### src/rtl/rv32i_types.sv
// Shared type and constant package for the L1 cache subsystem.
// Holds the cacheline_adapter state encoding and the line/beat geometry
// used between the cache (256-bit line port) and banked memory (64-bit beats).
package rv32i_types;

    // States of the cache-line <-> memory-burst adapter.
    typedef enum logic [2:0] {
        IDLE    = 3'd0,
        RD_REQ  = 3'd1,
        RD_DATA = 3'd2,
        WR_DATA = 3'd3,
        RESP    = 3'd4
    } cla_state_t;

    localparam int CACHE_LINE_W = 256;
    localparam int BMEM_BEAT_W  = 64;
    localparam int BMEM_BEATS   = CACHE_LINE_W / BMEM_BEAT_W;

endpackage : rv32i_types

### src/rtl/cacheline_adapter.sv
// cacheline_adapter
//   Converts single-transfer cache-line reads/writes from the L1 cache (dfp
//   port) into 4-beat bursts on the banked memory port (bmem). Read beats are
//   assembled into one line; write lines are split into beats. Each request
//   completes with a one-cycle dfp_resp pulse. All outputs are registered.
//
// Optional feature (macro CACHELINE_ADAPTER_RADDR_CHECK_EN):
//   When defined, read beats whose bmem_raddr does not match the latched line
//   address are dropped and raise the sticky raddr_err flag. When undefined,
//   bmem_raddr is unused and raddr_err is tied low.
//
// Ports:
//   clk, rst                  clock; asynchronous active-low reset
//   dfp_addr/read/write/wdata cache-side line request (held until dfp_resp)
//   dfp_rdata, dfp_resp       assembled read line, completion pulse
//   bmem_addr/read/write/wdata  burst command / write beat to memory
//   bmem_ready                memory accepts command or write beat
//   bmem_raddr/rdata/rvalid   returning read beat
//   raddr_err                 sticky read-address mismatch flag
module cacheline_adapter
    import rv32i_types::*;
#(
    parameter int LINE_W = CACHE_LINE_W,
    parameter int BEAT_W = BMEM_BEAT_W,
    parameter int ADDR_W = 32
) (
    input  logic              clk,
    input  logic              rst,
    input  logic [ADDR_W-1:0] dfp_addr,
    input  logic              dfp_read,
    input  logic              dfp_write,
    input  logic [LINE_W-1:0] dfp_wdata,
    output logic [LINE_W-1:0] dfp_rdata,
    output logic              dfp_resp,
    output logic [ADDR_W-1:0] bmem_addr,
    output logic              bmem_read,
    output logic              bmem_write,
    output logic [BEAT_W-1:0] bmem_wdata,
    input  logic              bmem_ready,
    input  logic [ADDR_W-1:0] bmem_raddr,
    input  logic [BEAT_W-1:0] bmem_rdata,
    input  logic              bmem_rvalid,
    output logic              raddr_err
);

    localparam int BEATS = LINE_W / BEAT_W;
    localparam int CNT_W = $clog2(BEATS);
    localparam int OFFS  = $clog2(LINE_W / 8);

    cla_state_t        state_q, state_d;
    logic [CNT_W-1:0]  cnt_q, cnt_d;
    logic [ADDR_W-1:0] addr_q, addr_d;
    logic [LINE_W-1:0] line_q, line_d;
    logic [LINE_W-1:0] rdata_q, rdata_d;
    logic              resp_q, resp_d;
    logic              rd_q, rd_d;
    logic              wr_q, wr_d;
    logic [BEAT_W-1:0] wdata_q, wdata_d;
    logic              err_q, err_d;

    logic [ADDR_W-1:0] aligned_addr_s;
    logic [CNT_W-1:0]  cnt_inc_s;
    logic              cnt_last_s;
    logic              beat_take_s;
    logic              beat_bad_s;
    logic              unused_s;

    // Byte offset within the line is meaningless to memory; force it to zero.
    assign aligned_addr_s = {dfp_addr[ADDR_W-1:OFFS], {OFFS{1'b0}}};
    assign cnt_inc_s      = cnt_q + CNT_W'(1);
    assign cnt_last_s     = (cnt_q == CNT_W'(BEATS - 1));

`ifdef CACHELINE_ADAPTER_RADDR_CHECK_EN
    // Only beats tagged with our own line address count toward the line.
    assign beat_bad_s  = bmem_rvalid && (bmem_raddr != addr_q);
    assign beat_take_s = bmem_rvalid && !beat_bad_s;
    assign unused_s    = ^dfp_addr[OFFS-1:0];
`else
    assign beat_bad_s  = 1'b0;
    assign beat_take_s = bmem_rvalid;
    assign unused_s    = ^{dfp_addr[OFFS-1:0], bmem_raddr, beat_bad_s, err_q};
`endif

    // State and datapath registers; reset returns to IDLE and drops any partial line.
    always_ff @(posedge clk or negedge rst) begin
        if (!rst) begin
            state_q <= IDLE;
            cnt_q   <= '0;
            addr_q  <= '0;
            line_q  <= '0;
            rdata_q <= '0;
            resp_q  <= 1'b0;
            rd_q    <= 1'b0;
            wr_q    <= 1'b0;
            wdata_q <= '0;
            err_q   <= 1'b0;
        end else begin
            state_q <= state_d;
            cnt_q   <= cnt_d;
            addr_q  <= addr_d;
            line_q  <= line_d;
            rdata_q <= rdata_d;
            resp_q  <= resp_d;
            rd_q    <= rd_d;
            wr_q    <= wr_d;
            wdata_q <= wdata_d;
            err_q   <= err_d;
        end
    end

    // Next-state logic; a write wins when both requests arrive together.
    always_comb begin
        state_d = state_q;
        case (state_q)
            IDLE: begin
                if (dfp_write) begin
                    state_d = WR_DATA;
                end else if (dfp_read) begin
                    state_d = RD_REQ;
                end else begin
                    state_d = IDLE;
                end
            end
            RD_REQ: begin
                if (bmem_ready) begin
                    state_d = RD_DATA;
                end else begin
                    state_d = RD_REQ;
                end
            end
            RD_DATA: begin
                if (beat_take_s && cnt_last_s) begin
                    state_d = RESP;
                end else begin
                    state_d = RD_DATA;
                end
            end
            WR_DATA: begin
                if (bmem_ready && cnt_last_s) begin
                    state_d = RESP;
                end else begin
                    state_d = WR_DATA;
                end
            end
            RESP:    state_d = IDLE;
            default: state_d = IDLE;
        endcase
    end

    // Next values of the registered outputs and datapath for the coming cycle.
    always_comb begin
        cnt_d   = cnt_q;
        addr_d  = addr_q;
        line_d  = line_q;
        rdata_d = rdata_q;
        resp_d  = 1'b0;
        rd_d    = 1'b0;
        wr_d    = 1'b0;
        wdata_d = wdata_q;
        err_d   = err_q;
        case (state_q)
            IDLE: begin
                if (dfp_write) begin
                    addr_d  = aligned_addr_s;
                    line_d  = dfp_wdata;
                    wr_d    = 1'b1;
                    wdata_d = dfp_wdata[BEAT_W-1:0];
                    cnt_d   = '0;
                end else if (dfp_read) begin
                    addr_d = aligned_addr_s;
                    rd_d   = 1'b1;
                    cnt_d  = '0;
                end else begin
                    cnt_d = '0;
                end
            end
            RD_REQ: begin
                // Command stays up until memory samples it.
                if (bmem_ready) begin
                    rd_d  = 1'b0;
                    cnt_d = '0;
                end else begin
                    rd_d = 1'b1;
                end
            end
            RD_DATA: begin
                if (beat_take_s) begin
                    rdata_d[int'(cnt_q)*BEAT_W +: BEAT_W] = bmem_rdata;
                    cnt_d  = cnt_inc_s;
                    resp_d = cnt_last_s;
                end else begin
                    cnt_d = cnt_q;
                end
                if (beat_bad_s) begin
                    err_d = 1'b1;
                end else begin
                    err_d = err_q;
                end
            end
            WR_DATA: begin
                // Without an accept the current beat is presented again unchanged.
                if (bmem_ready) begin
                    if (cnt_last_s) begin
                        wr_d   = 1'b0;
                        resp_d = 1'b1;
                        cnt_d  = '0;
                    end else begin
                        wr_d    = 1'b1;
                        cnt_d   = cnt_inc_s;
                        wdata_d = line_q[int'(cnt_inc_s)*BEAT_W +: BEAT_W];
                    end
                end else begin
                    wr_d = 1'b1;
                end
            end
            RESP: begin
                cnt_d = '0;
            end
            default: begin
                cnt_d = '0;
            end
        endcase
    end

    assign dfp_rdata  = rdata_q;
    assign dfp_resp   = resp_q;
    assign bmem_addr  = addr_q;
    assign bmem_read  = rd_q;
    assign bmem_write = wr_q;
    assign bmem_wdata = wdata_q;

`ifdef CACHELINE_ADAPTER_RADDR_CHECK_EN
    assign raddr_err = err_q;
`else
    assign raddr_err = 1'b0;
`endif

endmodule : cacheline_adapter

### config.mk
export PLATFORM = sky130hd
export DESIGN_NAME = cacheline_adapter
export DESIGN_NICKNAME = d
export VERILOG_FILES = /design/src/rtl/rv32i_types.sv /design/src/rtl/cacheline_adapter.sv
export SDC_FILE = /design/constraint.sdc
export NUM_CORES = 1
export LEC_CHECK = 0
export BUFFER_PORTS_ARGS = -buffer_cell sky130_fd_sc_hd__buf_2
export CORE_AREA = 5 5 287 289
export CTS_CLUSTER_SIZE = 28
export DETAILED_ROUTE_END_ITERATION = 8
export DIE_AREA = 0 0 292 294
export PLACE_DENSITY = 0.66
export SLEW_MARGIN = 20
export SYNTH_ARGS = -nofsm -noshare
export SYNTH_HDL_FRONTEND = slang
export SYNTH_SLANG_ARGS = --single-unit
### constraint.sdc
create_clock -name clk -period 4 [get_ports clk]
set_input_delay 0.6 -clock clk [delete_from_list [all_inputs] [get_ports clk]]
set_output_delay 0.6 -clock clk [all_outputs]
set_load 0.01 [all_outputs]
==> results by group, run 1 <==
Setup path
  – Category of cells accounting for the largest share of critical-path delay: simple AND/OR/NAND/NOR gates
  – Critical path arrival: 3.25 ns
  – Classification of the worst setup path: flip-flop to flip-flop
  – Startpoint Class: flip-flop
  – Critical path's slowest cell: sky130_fd_sc_hd__dfrtp_4
  – Path length in cells of the critical path: 5
  – Flop2flop setup slack: 1.21 ns
  – Logic depth of the worst register-to-register path: 5
  – Setup crit end kind: flip-flop
  – Worst path bufs/invs: 2
  – Setup crit start: state_q[2]
  – Critical path required time: 4.46 ns
  – Critical path, cell by cell: and4bb_4, buf_4, and2_2, buf_12, o21ai_0
  – Capturing instance or port of the critical path: dfp_rdata[186]
  – Startpoint of the worst register-to-register path: state_q[2]
  – Largest fanout on the critical path: 64
  – Destination of the worst register-to-register timing path: dfp_rdata[186]
  – Delay contributed by the slowest stage of the critical path: 0.76 ns

Clock network
  – Clock transition time at the flip-flop clock pins of the worst setup and hold paths: around 0.06 ns
  – Number of buffers between clock root and the deepest sink: 3
  – Number of setup buffers added after CTS: 0
  – H-tree depth: 3
  – Worst-Skew Late Latency: 0.61 ns
  – Clock tree from TritonCTS: done
  – Number of clock buffers inserted by TritonCTS: 69
  – Post-cts repair resize count: 0
  – Clock sinks: 611
  – Cell at the root of the clock tree: sky130_fd_sc_hd__clkbuf_16

Synth
  – Netlist cell types: 45
  – Primary flip-flop cell chosen by synthesis mapping: sky130_fd_sc_hd__dfrtp_1
  – #FFs+latches synth: around 610
  – Cell count after synthesis: 2224
  – Share of flip-flops with an asynchronous set or reset: 1.000
  – Mean instance size in the synthesized netlist: 12.78 µm²
  – Mapped Area: roughly 28000 µm²
  – EDFF count, synth: 0
  – Share of the yosys chip area belonging to registers: 0.5380
  – Synth Warn #: 0

Drt
  – Ratio of routed vias to standard cells: around 5.3
  – Iter 0 DRT Violations: 1228
  – Routed wire length per instance: approximately 23 µm
  – Remaining DRCs: 0
  – Number of search-and-repair iterations in the first detailed-routing pass: 7
  – Antenna-violating nets left: 0
  – Via count: 21089
  – Overall routed net length: 91690 µm

Final layout
  – Post-layout utilization of the core: 0.4401
  – Area taken by multi-input logic gates: 10680 µm²
  – Share of post-route cells with drive strength above 1: 0.4392
  – Nets: roughly 3300
  – FF/Latch Area: 15300 µm²
  – Filler Cells Inserted: 7388
  – Non-Filler Instances: 3992
  – Area growth, synth to finish: 23.32%

Timing
  – Setup TNS: 0 ns
  – Share of the clock period used by the worst path: 0.6978
  – RSZ-0062 raised after global routing: false
  – Relative slew margins: 0.2505
  – Hold_ws: 0.2099 ns
  – Total setup violations reported at the end of the flow: 0
  – Final Max Tran Viols: 0
  – Max Clock Skew: 0.03841 ns
  – Worst slew pin tran: 1.124 ns
  – Final Hold Violating Endpoints: 0
  – Fmax: about 360 MHz
  – Tmin final: roughly 2.8 ns

Power and ir drop
  – Reported leakage power: 16.47 nW
  – IR drop worst, VDD: 0.5195 mV
  – PD cells: 856.0 nW/µm²

Placement
  – Number of cells after detailed placement: ~3800
  – Placer Congestion: around 0.84
  – HPWL after detailed placement: roughly 63000 µm
  – # port buffers: 702

GRT
  – Overall routing resource usage: 0.2056
  – Largest net degree at the start of global routing: 102
  – First-pass GRT wire length: 138100 µm
  – Number of global-route vias before repair: 21987
  – Congestion Overflow GR: 0
  – Initial antenna violation count: 34

Die
  – Die area: 85850 µm²
  – Row count: 104
  – Top-Level Pins: 746
  – Core region area: approximately 80000 µm²
  – Horizontal extent of the die: 292 µm
  – Floorplan die height: about 290 µm
  – Effective utilization at floorplan: 0.3569

Outcome
  – Status: finished, final reports clean

Run
  – Number of max-cap violations: 0

Min path
  – Worst hold path cell count: 2
  – Worst min-delay path class: primary input to flip-flop
final cells by class:
cell class,instances,share of cell area
diodes,20,0.001428
flip-flops and latches,611,0.4365
well taps,1060,0.03784
multi-input cells,1127,0.3048
repair buffers,766,0.1193
inverters,284,0.03042
clock inverters,36,0.01556
clock buffers,88,0.05419
per-layer routing:
metal	up-vias	global-route usage	wire length [µm]
met3	216	0.05615	8005
met2	1006	0.3383	43660
met1	10581	0.2604	36470
met4	26	0.07920	3389
li1	9260	-	-
met5	-	0	160
stage by stage:
step / setup slack, ns / power (mW) / area, µm²
floorplan: 1.709 / 19.10 / 28440
global placement: 1.263 / 23.07 / 32540
detailed placement: 1.229 / 23.36 / 32540
CTS: 1.200 / 30.30 / 35000
global route: 1.080 / 31.70 / 35040
finish: 1.209 / 30.00 / 35050
worst min-delay path by stage:
stage	to	start	slack, ns
floorplan	bmem_addr[10]	rst	0.30
global placement	bmem_addr[13]	bmem_addr[13]	0.47
detailed placement	bmem_addr[13]	bmem_addr[13]	0.48
CTS	line_q[73]	dfp_wdata[73]	0.16
global route	line_q[70]	dfp_wdata[70]	0.18
finish	line_q[73]	dfp_wdata[73]	0.21
sequential cells by signal (all words and copies together), names as in the netlist:
signal,flops
state_q,3
bmem_read,1
bmem_addr,27
bmem_write,1
cnt_q,2
bmem_wdata,64
dfp_rdata,256
line_q,256
dfp_resp,1
cells in the mapped netlist (all sizes together) (3+ instances only):
cell       n  area (µm²)
nor4b      3       26.28
nand4    217        1358
a22o      39       341.6
mux4      64        1441
o21ai    219        1096
clkbuf    79       297.8
nor3     128       640.6
ha         5       62.56
mux2     284        4099
a2111oi   65       754.5
buf      128        1171
inv      284        1066
nor2       3       27.53
dfrtp    611       15290
and2       4       25.03
nor3b     68       526.8
cells by family after synthesis:
group / count (synthesis) / synth area share
multiplexers: 350 / 0.1956
flip-flops: 611 / 0.5380
adder cells (fa/ha/maj): 5 / 0.002201
other: 1 / 0.0001319
AND/OR/NAND/NOR: 438 / 0.09650
AO/OA/AOI/OAI: 328 / 0.07836
buffers and inverters: 491 / 0.08919
cell usage in the layout, fill, tap and decap left out, types with 49 or more instances in the layout:
cell type	instances
sky130_fd_sc_hd__dfrtp_1	608
sky130_fd_sc_hd__nor3b_1	65
sky130_fd_sc_hd__inv_1	284
sky130_fd_sc_hd__buf_2	701
sky130_fd_sc_hd__o21ai_0	219
sky130_fd_sc_hd__buf_4	49
sky130_fd_sc_hd__mux4_2	64
sky130_fd_sc_hd__mux2_4	240
sky130_fd_sc_hd__nand4_1	217
sky130_fd_sc_hd__clkbuf_16	70
sky130_fd_sc_hd__nor3_1	128
power breakdown:
group	leakage (nW)	switching [mW]	internal [mW]
clock network	1.20	2.76	4.01
registers	7.52	1.92	9.16
logic	7.74	6.17	5.98
total	16.5	10.9	19.2
what timing repair did:
| item | CTS | global route |
|---|---|---|
| hold buffers | 1 | 0 |
| hold endpoints to repair | 9 | 0 |
| endpoints found under the setup margin | 0 | 0 |
(Power assumes the default switching activity.)
==> run 2, diff against run 1 <==
Settings changed: CORE_AREA 5 5 287 289 to 5 5 291 293, DIE_AREA 0 0 292 294 to 0 0 296 298, PLACE_DENSITY 0.66 to 0.65.
Clock period 4 ns to 2.9 ns, I/O delays scaled along.
==> run 2 against run 1 <==
Net effect: register-to-register slack got worse by 0.58 ns; non-clock buffer count up 77; total power rose by 39%; global-route usage is 0.27 points lower; combinational power rose by 43%; sequential power up 36%; wire length rose by 1.6%; core utilization rose by 0.089 points; count of clock-buffer cells in the layout is 14 higher; design area increased by 2.7%; setup slack got worse by 0.58 ns; largest cell class unchanged; largest power group unchanged.
==> results by group, run 2 (same netlist as run 1, synthesis figures left out) <==
Outcome
  – Status: finished, final reports clean

Timing
  – Total setup violations reported at the end of the flow: 0 (unchanged)
  – Setup TNS: 0 ns (unchanged)
  – Final Max Tran Viols: 0 (unchanged)
  – Final Hold Violating Endpoints: 0 (unchanged)
  – Relative slew margins: 0.3199 (+0.06948)
  – Fmax: 440.2 MHz (+23%)
  – Share of the clock period used by the worst path: 0.7834 (+0.08557)
  – Tmin final: 2.272 ns (-0.5194 ns)
  – RSZ-0062 raised after global routing: false
  – Max Clock Skew: 0.03092 ns (-0.007494 ns)
  – Worst slew pin tran: 1.020 ns (-0.1042 ns)
  – Hold_ws: 0.05793 ns (-0.1519 ns)

Power and ir drop
  – Portion of total power attributed to the clock network: 0.222 (-0.004)
  – P_int: 26.56 mW (+39%)
  – Switching component of the power: 15.15 mW (+40%)
  – PD cells: 1159 nW/µm² (+35%)
  – Sequential Power Share: 0.362 (-0.007)
  – Share of total power consumed by net switching: 0.3632 (+0.001500)
  – Reported leakage power: 16.85 nW (+2.3%)
  – IR drop worst, VDD: 0.7333 mV (+41%)
  – Share of total power in combinational logic: 0.416 (+0.011)

Die
  – Floorplan die height: 298 µm (+1.4%)
  – Core region area: 81580 µm² (+2.4%)
  – Row count: 105 (+0.96%)
  – Top-Level Pins: 746 (unchanged)
  – Effective utilization at floorplan: 0.3484 (-0.008522)
  – Die area: 88210 µm² (+2.7%)
  – Horizontal extent of the die: 296 µm (+1.4%)

Final layout
  – Area growth, synth to finish: 26.59%
  – Filler Cells Inserted: 7462 (+1.0%)
  – Share of post-route cells with drive strength above 1: 0.4298 (-0.009404)
  – Commonest cells after routing, fill and taps aside: 701 x sky130_fd_sc_hd__buf_2, 608 x sky130_fd_sc_hd__dfrtp_1, 284 x sky130_fd_sc_hd__inv_1
  – Nets: 3333 (+2.4%)
  – Most common cell after layout, fill and taps aside: sky130_fd_sc_hd__buf_2

Placement
  – Placer Congestion: 0.8280 (-1.1%)
  – # port buffers: 702 (unchanged)
  – HPWL after detailed placement: 62630 µm (-0.26%)

GRT
  – Congestion Overflow GR: 0 (unchanged)
  – Initial antenna violation count: 31 (-8.8%)
  – Largest net degree at the start of global routing: 90 (-12%)
  – First-pass GRT wire length: 139800 µm (+1.2%)
  – Overall routing resource usage: 0.2029 (-0.002748)
  – Number of global-route vias before repair: 21934 (-0.24%)

Setup path
  – Startpoint Class: flip-flop
  – Largest fanout on the critical path: 28 (-56%)
  – Setup crit end kind: flip-flop
  – Critical path arrival: 2.73 ns (-0.52 ns)
  – Classification of the worst setup path: flip-flop to flip-flop
  – Critical path required time: 3.36 ns (-1.10 ns)

Drt
  – Overall routed net length: 93200 µm (+1.6%)
  – Remaining DRCs: 0 (unchanged)
  – Routed wire length per instance: 22.83 µm (-0.60%)
  – Via count: 21301 (+1.0%)
  – Number of search-and-repair iterations in the first detailed-routing pass: 7 (unchanged)
  – Ratio of routed vias to standard cells: 5.218 (-1.2%)
  – Antenna-violating nets left: 0 (unchanged)
  – Iter 0 DRT Violations: 1549 (+26%)

Clock network
  – Number of clock buffers inserted by TritonCTS: 71 (+2.9%)
  – Number of buffers between clock root and the deepest sink: 3 (unchanged)
  – Clock transition time at the flip-flop clock pins of the worst setup and hold paths: 0.06 ns (about the same)
  – H-tree depth: 3 (unchanged)
  – Clock sinks: 611 (unchanged)
  – Cell at the root of the clock tree: sky130_fd_sc_hd__clkbuf_16
  – Worst-Skew Late Latency: 0.62 ns (about the same)
  – Clock tree from TritonCTS: done

Min path
  – Worst min-delay path class: primary input to flip-flop

Run
  – Number of max-cap violations: 0 (unchanged)
## run 2: stage by stage
stage	power, mW	cell area, µm²	setup WS [ns]	utilization	instances
3_3_place_gp	32.07	32790	0.6264	0.4020	3866
5_1_grt	44.04	35970	0.3960	0.4408	4077
4_1_cts	42.05	35930	0.6117	0.4404	4062
2_1_floorplan	26.35	28440	0.6090	-	2229
6_report	41.70	35980	0.6282	0.4410	4082
3_5_place_dp	32.45	32790	0.5678	0.4020	3866
## run 2: area by class of cell
class,count,area (µm²),share of cell area
Sequential cell,611,15300,0.4252
Multi-Input combinational cell,1127,10680,0.2967
Timing Repair Buffer,843,5105,0.1419
Clock buffer,102,2085,0.05794
Tap cell,1070,1339,0.03721
Inverter,284,1066,0.02963
Clock inverter,25,359.1,0.009981
Antenna cell,20,50.05,0.001391
## run 2: power by group through the flow
stage / Clock, mW / Combinational (mW) / Sequential (mW)
floorplan: 0 / 10.8 / 15.6
global placement: 0 / 17.0 / 15.0
detailed placement: 0 / 17.3 / 15.1
global route: 9.88 / 18.6 / 15.5
finish: 9.27 / 17.3 / 15.1
CTS: 9.51 / 17.5 / 15.1
## run 2: timing repair
action                                 CTS  global route
buffers inserted                         0             0
resized for setup                        0             0
hold buffers                            69             0
endpoints found under the hold margin  123             0
## run 2: final timing paths
check,end,depth (start not counted),startpoint,slack (ns)
min,line_q[96],2,dfp_wdata[96],0.06
max in group asynchronous,bmem_wdata[18],3,rst,1.50
min reg2reg,bmem_addr[13],1,bmem_addr[13],0.49
max reg2reg,bmem_wdata[24],6,cnt_q[0],0.63
max,bmem_wdata[24],6,cnt_q[0],0.63
min in group asynchronous,bmem_addr[21],2,rst,0.40
## run 2: worst max-delay path, cell delays in order, from the launching register on
cell and delay, ns:
sky130_fd_sc_hd__dfrtp_4 0.44, sky130_fd_sc_hd__inv_1 0.10, sky130_fd_sc_hd__ha_4 0.57, sky130_fd_sc_hd__buf_12 0.28, sky130_fd_sc_hd__mux4_2 0.24, sky130_fd_sc_hd__nor3b_1 0.05
sky130_fd_sc_hd__a2111oi_0 0.41
## run 2: per-layer routing
| metal | part of all wire | wire (µm) | track usage |
|---|---|---|---|
| met1 | 0.40 | 37280 | 0.2626 |
| met5 | 0.0012 | 113 | 0 |
| met4 | 0.035 | 3294 | 0.07423 |
| met3 | 0.088 | 8218 | 0.05669 |
| met2 | 0.48 | 44290 | 0.3268 |
==> run 3, diff against run 2 <==
Settings changed: ABC_AREA from default to 1, CORE_AREA 5 5 291 293 to 5 5 288 290, DIE_AREA 0 0 296 298 to 0 0 293 295.
Clock period 2.9 ns to 2.3 ns, I/O delays scaled along.
==> run 3 against run 2 <==
Net effect: total power rose by 19%; synthesized area fell by 2.5%; combinational power rose by 25%; wire length rose by 11%; critical path depth rose by 1; flip-flop and latch count did not move; design area rose by 6.0%; maximum frequency rose by 14%.
==> results by group, run 3 <==
Setup path
  – Classification of the worst setup path: flip-flop to flip-flop
  – Destination of the worst register-to-register timing path: line_q[124]
  – Startpoint Class: flip-flop
  – Worst path bufs/invs: 3 (+1)
  – Setup crit end kind: flip-flop
  – Critical path required time: 2.80 ns (-0.56 ns)
  – Logic depth of the worst register-to-register path: 7 (+1)
  – Capturing instance or port of the critical path: line_q[124]
  – Delay contributed by the slowest stage of the critical path: 0.41 ns (-0.16 ns)
  – Critical path's slowest cell: sky130_fd_sc_hd__dfrtp_1
  – Critical path arrival: 2.50 ns (-0.23 ns)
  – Path length in cells of the critical path: 7 (+1)
  – Flop2flop setup slack: 0.30 ns (-0.33 ns)
  – Category of cells accounting for the largest share of critical-path delay: simple AND/OR/NAND/NOR gates
  – Startpoint of the worst register-to-register path: state_q[1]
  – Setup crit start: state_q[1]
  – Critical path, cell by cell: nor2_1, nand3_4, buf_12, buf_12, buf_4, nor2_1, a21oi_1
  – Largest fanout on the critical path: 39 (+39%)

Clock network
  – Number of setup buffers added after CTS: 0 (unchanged)
  – Number of buffers between clock root and the deepest sink: 3 (unchanged)
  – Clock transition time at the flip-flop clock pins of the worst setup and hold paths: 0.06 ns (about the same)
  – Clock tree from TritonCTS: done
  – Cell at the root of the clock tree: sky130_fd_sc_hd__clkbuf_16
  – Clock sinks: 611 (unchanged)
  – H-tree depth: 3 (unchanged)
  – Worst-Skew Late Latency: 0.62 ns (about the same)
  – Number of clock buffers inserted by TritonCTS: 70 (-1.4%)

Die
  – Top-Level Pins: 746 (unchanged)
  – Horizontal extent of the die: 293 µm (-1.0%)
  – Floorplan die height: 295 µm (-1.0%)
  – Core region area: 80030 µm² (-1.9%)
  – Row count: 104 (-0.95%)
  – Die area: 86440 µm² (-2.0%)
  – Effective utilization at floorplan: 0.3463 (-0.002053)

Synth
  – EDFF count, synth: 0 (unchanged)
  – Share of the yosys chip area belonging to registers: 0.5517 (+0.01372)
  – Netlist cell types: 25 (-44%)
  – Primary flip-flop cell chosen by synthesis mapping: sky130_fd_sc_hd__dfrtp_1
  – List of most frequent post-synthesis cells: 963 x sky130_fd_sc_hd__nand2_1, 611 x sky130_fd_sc_hd__dfrtp_1, 414 x sky130_fd_sc_hd__nand3_1, 384 x sky130_fd_sc_hd__inv_1, 351 x sky130_fd_sc_hd__o21ai_0
  – Synth Warn #: 0 (unchanged)
  – Area share of the leading cell type in the synthesized netlist: 0.5517 (+0.01372)
  – Mean instance size in the synthesized netlist: 7.941 µm² (-38%)
  – Share of flip-flops with an asynchronous set or reset: 1.000 (unchanged)
  – Biggest area contributors in the synthesized netlist: sky130_fd_sc_hd__dfrtp_1 55%, sky130_fd_sc_hd__nand2_1 13%, sky130_fd_sc_hd__nand3_1 7.5%
  – #FFs+latches synth: 611 (unchanged)
  – Library cell with the highest instance count after synthesis: sky130_fd_sc_hd__nand2_1
  – Mapped Area: 27710 µm² (-2.5%)
  – Cell type with the highest aggregate area in the netlist: sky130_fd_sc_hd__dfrtp_1
  – Cell count after synthesis: 3490 (+57%)

Timing
  – Share of the clock period used by the worst path: 0.8701 (+0.08668)
  – Final Max Tran Viols: 0 (unchanged)
  – Fmax: 499.7 MHz (+14%)
  – Tmin final: 2.001 ns (-0.2707 ns)
  – Worst slew pin tran: 0.8457 ns (-0.1744 ns)
  – Total setup violations reported at the end of the flow: 0 (unchanged)
  – Max Clock Skew: 0.04176 ns (+0.01085 ns)
  – RSZ-0062 raised after global routing: false
  – Setup TNS: 0 ns (unchanged)
  – Final Hold Violating Endpoints: 0 (unchanged)
  – Relative slew margins: 0.4362 (+0.1163)

Final layout
  – Commonest cells after routing, fill and taps aside: 963 x sky130_fd_sc_hd__nand2_1, 701 x sky130_fd_sc_hd__buf_2, 610 x sky130_fd_sc_hd__dfrtp_1
  – Share of post-route cells with drive strength above 1: 0.2149 (-0.2149)
  – Area growth, synth to finish: 37.60%
  – Most common cell after layout, fill and taps aside: sky130_fd_sc_hd__nand2_1
  – Non-Filler Instances: 5519 (+35%)
  – Nets: 4797 (+44%)
  – Post-layout utilization of the core: 0.4765 (+0.03552)

Outcome
  – Status: finished, final reports clean

Drt
  – Overall routed net length: 103600 µm (+11%)
  – Remaining DRCs: 0 (unchanged)
  – Number of search-and-repair iterations in the first detailed-routing pass: 5 (-2)
  – Iter 0 DRT Violations: 2192 (+42%)
  – Antenna-violating nets left: 0 (unchanged)
  – Via count: 27514 (+29%)
  – Routed wire length per instance: 18.77 µm (-18%)
  – Ratio of routed vias to standard cells: 4.985 (-4.5%)

Placement
  – Number of cells after detailed placement: 5132 (+33%)
  – HPWL after detailed placement: 69390 µm (+11%)
  – Placer Congestion: 0.8509 (+2.8%)
  – # port buffers: 702 (unchanged)

Min path
  – Worst min-delay path class: primary input to flip-flop
  – Worst min-delay path startpoint: dfp_wdata[130]

Power and ir drop
  – IR drop worst, VDD: 1.239 mV (+69%)
  – Share of total power in combinational logic: 0.438 (+0.022)
  – PD cells: 1298 nW/µm² (+12%)
  – Switching component of the power: 20.74 mW (+37%)
  – P_int: 28.75 mW (+8.2%)
  – Sequential Power Share: 0.334 (-0.028)
  – Share of total power consumed by net switching: 0.4191 (+0.05596)
  – Portion of total power attributed to the clock network: 0.229 (+0.007)
  – Reported leakage power: 21.08 nW (+25%)

Run
  – Number of max-cap violations: 0 (unchanged)

GRT
  – Number of global-route vias before repair: 27438 (+25%)
  – Initial antenna violation count: 5 (-84%)
  – Largest net degree at the start of global routing: 195 (+120%)
  – First-pass GRT wire length: 159300 µm (+14%)
  – Congestion Overflow GR: 0 (unchanged)
  – Overall routing resource usage: 0.2311 (+0.02823)
==> run 3: timing repair <==
action,in CTS,in global routing
hold endpoints to repair,279,0
resized for setup,0,0
hold buffers,258,0
==> run 3: worst register-to-register path, cell delays in order, from the launching register on <==
cell and delay [ns]:
sky130_fd_sc_hd__dfrtp_1 0.41, sky130_fd_sc_hd__nor2_1 0.27, sky130_fd_sc_hd__nand3_4 0.30, sky130_fd_sc_hd__buf_12 0.28, sky130_fd_sc_hd__buf_12 0.23, sky130_fd_sc_hd__buf_4 0.21
sky130_fd_sc_hd__nor2_1 0.14, sky130_fd_sc_hd__a21oi_1 0.07
==> run 3: final cells by class <==
type | count | area, µm²
Timing Repair Buffer | 1087 | 7735
Inverter | 385 | 1453
Tap cell | 1060 | 1326
Multi-Input combinational cell | 2247 | 9963
Clock inverter | 21 | 362.8
Antenna cell | 11 | 27.53
Sequential cell | 611 | 15290
Fill cell | 7504 | 41890
Clock buffer | 97 | 1973
==> run 3: stage by stage <==
stage | setup WS, ns | hold WS (ns) | total power [mW] | area (µm²)
after floorplan | 0.008097 | 0.04941 | 28.47 | 27740
after global placement | 0.3756 | 0.3131 | 37.36 | 33190
after detailed placement | 0.3533 | 0.3081 | 37.74 | 33190
after CTS | 0.3413 | 0.0004157 | 49.61 | 38110
after global routing | 0.1887 | 0.01474 | 52.72 | 38110
final | 0.2989 | 0.02763 | 49.49 | 38130
==> run 3: power by group through the flow <==
stage	combinational, mW	sequential (mW)	clock (mW)
2_1_floorplan	11.4	17.1	0
3_3_place_gp	20.8	16.5	0
3_5_place_dp	21.1	16.6	0
4_1_cts	21.6	16.5	11.6
5_1_grt	23.9	16.9	12.0
6_report	21.7	16.5	11.3
==> run 3: kinds of logic after synthesis <==
kind of cell,after synthesis,synth area share
simple gates,1687,0.2539
buf+inv,637,0.09223
flops,611,0.5517
compound gates,549,0.09977
fa+ha+maj,5,0.002257
other cells,1,0.0001353
==> run 3: worst min path at each step <==
| stage | endpoint | slack (ns) | depth (start not counted) |
|---|---|---|---|
| after detailed placement | dfp_rdata[16] | 0.31 | 1 |
| after global routing | line_q[192] | 0.01 | 3 |
| after global placement | dfp_rdata[16] | 0.31 | 1 |
| after CTS | line_q[21] | 0.0004 | 3 |
| after floorplan | bmem_addr[10] | 0.05 | 0 |
| final | line_q[130] | 0.03 | 3 |
==> run 3: per-layer routing <==
layer  up-vias  part of all wire  GRT usage
met2      1353              0.47     0.3810
met3       289             0.087    0.04680
met1     13056              0.38     0.2914
met5         -           0.00013          0
li1      12814                 -          -
met4         2             0.056     0.1156
